### config.mk
export PLATFORM = sky130hd
export DESIGN_NAME = mem_access_ctrl
export DESIGN_NICKNAME = d
export VERILOG_FILES = /design/src/rtl/mem_access_ctrl.sv
export SDC_FILE = /design/constraint.sdc
export NUM_CORES = 1
export LEC_CHECK = 0
export CORE_AREA = 2 2 43 45
export DETAILED_ROUTE_END_ITERATION = 10
export DIE_AREA = 0 0 45 47
export PLACE_DENSITY = 0.8
export SETUP_SLACK_MARGIN = 0.2
export SYNTH_ARGS = -nofsm -noshare
export SYNTH_HDL_FRONTEND = slang
export SYNTH_SLANG_ARGS = --single-unit
### constraint.sdc
create_clock -name clk -period 1.7 [get_ports clk]
set_clock_uncertainty 0.1 [all_clocks]
set_input_delay 0.255 -clock clk [delete_from_list [all_inputs] [get_ports clk]]
set_output_delay 0.255 -clock clk [all_outputs]
set_load 0.1 [all_outputs]
### src/rtl/mem_access_ctrl.sv
// Main-memory port controller: round-robin arbitration between instruction
// fetch (requester 0) and execute (requester 1), then MAR/MDR/RAM strobe sequencing.
module mem_access_ctrl #(
  parameter int RAM_LATENCY = 2
) (
  input  logic       clk,
  input  logic       reset,
  input  logic [1:0] req,
  input  logic [1:0] req_we,
  output logic [1:0] grant,
  output logic [1:0] done,
  output logic       busy,
  output logic       MAR_in,
  output logic       MDR_in,
  output logic       MDR_out,
  output logic       write_to_MM,
  output logic       read_from_MM
);

  if (RAM_LATENCY < 1 || RAM_LATENCY > 15) begin : gBadLatency
    $error("mem_access_ctrl: RAM_LATENCY must be in 1..15");
  end

  typedef enum logic [2:0] {
    IDLE   = 3'd0,
    ADDR   = 3'd1,
    WSTART = 3'd2,
    WHOLD  = 3'd3,
    RWAIT  = 3'd4,
    DONE   = 3'd5
  } state_t;

  localparam logic [3:0] LAT_M1 = 4'(RAM_LATENCY - 1);
  localparam logic [3:0] LAT_M2 = 4'(RAM_LATENCY - 2);

  state_t     state_q, state_d;
  logic [3:0] cnt_q, cnt_d;
  logic       lg_q, lg_d;
  logic       we_q, we_d;
  logic [1:0] grant_q, grant_d;
  logic       owner;

  // On a tie the requester that did not win last time gets the port.
  assign owner = (req == 2'b11) ? ~lg_q : req[1];

  always_ff @(posedge clk or posedge reset) begin
    if (reset) begin
      state_q <= IDLE;
      cnt_q   <= 4'd0;
      lg_q    <= 1'b1;
      we_q    <= 1'b0;
      grant_q <= 2'b00;
    end else begin
      state_q <= state_d;
      cnt_q   <= cnt_d;
      lg_q    <= lg_d;
      we_q    <= we_d;
      grant_q <= grant_d;
    end
  end

  always_comb begin
    state_d = state_q;
    cnt_d   = cnt_q;
    lg_d    = lg_q;
    we_d    = we_q;
    grant_d = grant_q;
    unique case (state_q)
      IDLE: begin
        if (req != 2'b00) begin
          grant_d = owner ? 2'b10 : 2'b01;
          we_d    = req_we[owner];
          lg_d    = owner;
          state_d = ADDR;
        end
      end
      ADDR: begin
        if (we_q) begin
          state_d = WSTART;
        end else begin
          cnt_d   = LAT_M1;
          state_d = RWAIT;
        end
      end
      WSTART: begin
        if (RAM_LATENCY == 1) begin
          state_d = DONE;
        end else begin
          cnt_d   = LAT_M2;
          state_d = WHOLD;
        end
      end
      WHOLD, RWAIT: begin
        if (cnt_q == 4'd0) begin
          state_d = DONE;
        end else begin
          cnt_d = cnt_q - 4'd1;
        end
      end
      DONE: begin
        grant_d = 2'b00;
        state_d = IDLE;
      end
      default: begin
        grant_d = 2'b00;
        state_d = IDLE;
      end
    endcase
  end

  // Strobes decode from state only, so an async reset clears them at once.
  assign grant        = grant_q;
  assign busy         = (state_q != IDLE);
  assign MAR_in       = (state_q == ADDR);
  assign MDR_in       = (state_q == WSTART);
  assign write_to_MM  = (state_q == WSTART) || (state_q == WHOLD);
  assign read_from_MM = (state_q == RWAIT);
  assign MDR_out      = (state_q == DONE) && !we_q;
  assign done         = (state_q == DONE) ? grant_q : 2'b00;

endmodule
==> results_dict.tcl <==
set metrics [dict create \
    cts-root-buf "clkbuf_4" \
    insertion_delay_ns 0.27 \
    synth_top_area_frac 0.333 \
    cp-start-kind "flip-flop" \
    drv_cap 0 \
    syn_inst 85 \
    synth_nets 93 \
    final-hold-violation-count 0 \
    cp_cell_sequence "nor2b_4 > and3_2 > buf_12" \
    placement.io_buffers 15 \
    r2r-start "state_q[0]" \
    drv_slew 0 \
    critPathKind "flip-flop to output pin" \
    wl_per_cell_um 15.0 \
    final-instance-count-excl-fill 137 \
    ant_nets 0 \
    ys_ff_latch 11 \
    die_x_um 45 \
    yosysTopAreaCell "dfrtp_1" \
    vias 751 \
    die_area_um2 2120 \
    die_y_um 47 \
    hold_buffers 0 \
    antenna_found_initial 0 \
    r2r_cells 6 \
    yosysSeqAreaShare 0.368 \
    endpoint_kind "output pin" \
    async_flop_share 1.00 \
    grtUsageTotal 0.218 \
    dp_cells 118 \
    synth_cell_types 36 \
    nNetsFinal 129 \
    ys.flop_type "dfrtp_1" \
    htreeDepth 1 \
    start_util 0.455 \
    antenna_cells 0 \
    drc_errors 0 \
    syn_avg_cell_area_um2 8.83 \
    synth-edff-count 0 \
    place.gp.congestion 0.770 \
    nFillCells 116 \
    syn-cell-area_um2 751 \
    drtIter0Drc 14 \
    regArea_um2 282 \
    cts.sinks 11 \
    coreArea_um2 1650 \
    area_growth_pct 66.8 \
    cts_tree "yes" \
    cts_buffer_depth 2 \
    outcome "finished, final reports clean" \
    cts_buffers 3 \
    r2r_setup_slack_ns 0.08 \
    multiInputGateArea_um2 488 \
    hp-class "primary input to asynchronous set/reset pin" \
    drive_gt1_frac 0.508 \
    clkTransAtPathRegs_ns 0.07 \
    cp.required_ns 1.34 \
    arrival_ns 1.33 \
    tightest_slew_ns 0.433 \
    fin_crit_sh 0.993 \
    final_cell_mix "buf_4, buf_12, nand2_1, nor2_1, dfrtp_1" \
    drtPass1Iterations 4 \
    finalWirelength_mm 2.05 \
    grt_pass1_vias 732 \
    grt_max_degree 12 \
    relSlewSlack 0.711 \
    ys_warn_count 0 \
    rsz0062_at_grt "yes" \
    synth_area_leaders "dfrtp_1, nand2_1, nor2_1" \
    dp_hpwl_mm 1.39 \
    grt_first_pass_wirelength_mm 3.20 \
    final-setup-viol-count 0 \
    period_minus_slack_ns 1.69 \
    grt-ovfl-total 0 \
    fmax_mhz 592 \
    rows 15 \
    final_common_cell "buf_4" \
    io_pins 16 \
    reg2reg_to "cnt_q[1]" \
    cp_slowest_cell "dfrtp_2" \
    cpPeakStageDelay_ns 0.48 \
    critPathMaxFanout 6 \
    vias_per_cell 5.48 \
]
[cells by family (layout without fill, tap and decap cells)]
family | after synthesis | after routing | share of synthesized area
and+or+nand+nor | 37 | 37 | 0.282
AOI/OAI and AO/OA | 25 | 25 | 0.233
DFF | 11 | 11 | 0.368
buffers and inverters | 9 | 44 | 0.0700
adders and majority gates | 2 | 2 | 0.0333
muxes | 1 | 1 | 0.0133
[worst max path at each step]
stage / from / endpoint
6_report: state_q[1] / done[0]
4_1_cts: state_q[1] / done[0]
2_1_floorplan: state_q[2] / MDR_in
3_3_place_gp: req[0] / we_q
5_1_grt: state_q[1] / MDR_out
3_5_place_dp: req[0] / we_q
[layout make-up]
class,count,area share
clock buffer,4,0.0210
inverter,5,0.0190
multi-input combinational,65,0.390
sequential,11,0.225
tap,17,0.0170
timing repair buffer,35,0.329
[what timing repair did]
action                     CTS  global route
pin swaps                    7             4
setup endpoints to repair   12            16
resized for setup           14             5
buffers inserted            12             3
gates cloned                 0             0
[sequential cells by signal (all words and copies together) (netlist names)]
| signal | cells |
|---|---|
| we_q | 1 |
| lg_q | 1 |
| grant | 2 |
| state_q | 3 |
| cnt_q | 4 |
[layer usage]
metal / share of wire / global-route usage / vias to the layer above
li1: - / - / 366
met1: 0.38 / 0.216 / 358
met2: 0.55 / 0.411 / 21
met3: 0.040 / 0.0500 / 6
met4: 0.025 / 0.135 / 0
met5: 0 / 0 / -
[per-stage QoR]
step                 util  cell area, µm²  setup WS (ns)  hold WS (ns)  setup TNS, ns
global route        0.758            1250        -0.0247         0.225        -0.0741
finish              0.758            1250         0.0120         0.181              0
detailed placement  0.639            1060         0.0475         0.410              0
floorplan               -             785        -0.0293       0.00659        -0.0479
CTS                 0.736            1220         0.0171         0.201              0
global placement    0.639            1060          0.124         0.406              0
[critical path: cells and delay by family, from the launching register on]
kind          cells  cell delay, ns
simple gates      2            0.40
flops             1            0.48
buf+inv           1            0.17
[synthesized netlist by cell type, types with 2 or more instances]
cell type	count
o21ai_1	4
nor3_1	2
ha_1	2
a21boi_0	2
o2bb2ai_1	3
a21oi_2	2
dfrtp_1	10
a21oi_1	5
nor2b_1	2
nand2_1	10
buf_6	2
o21ai_0	2
nand2b_1	3
and2b_1	2
and3_1	2
nor2_1	9
inv_1	4
Power is left out: the tool's default activity adds up to more than one toggle a clock period on the data nets, which glitch-free logic cannot reach.
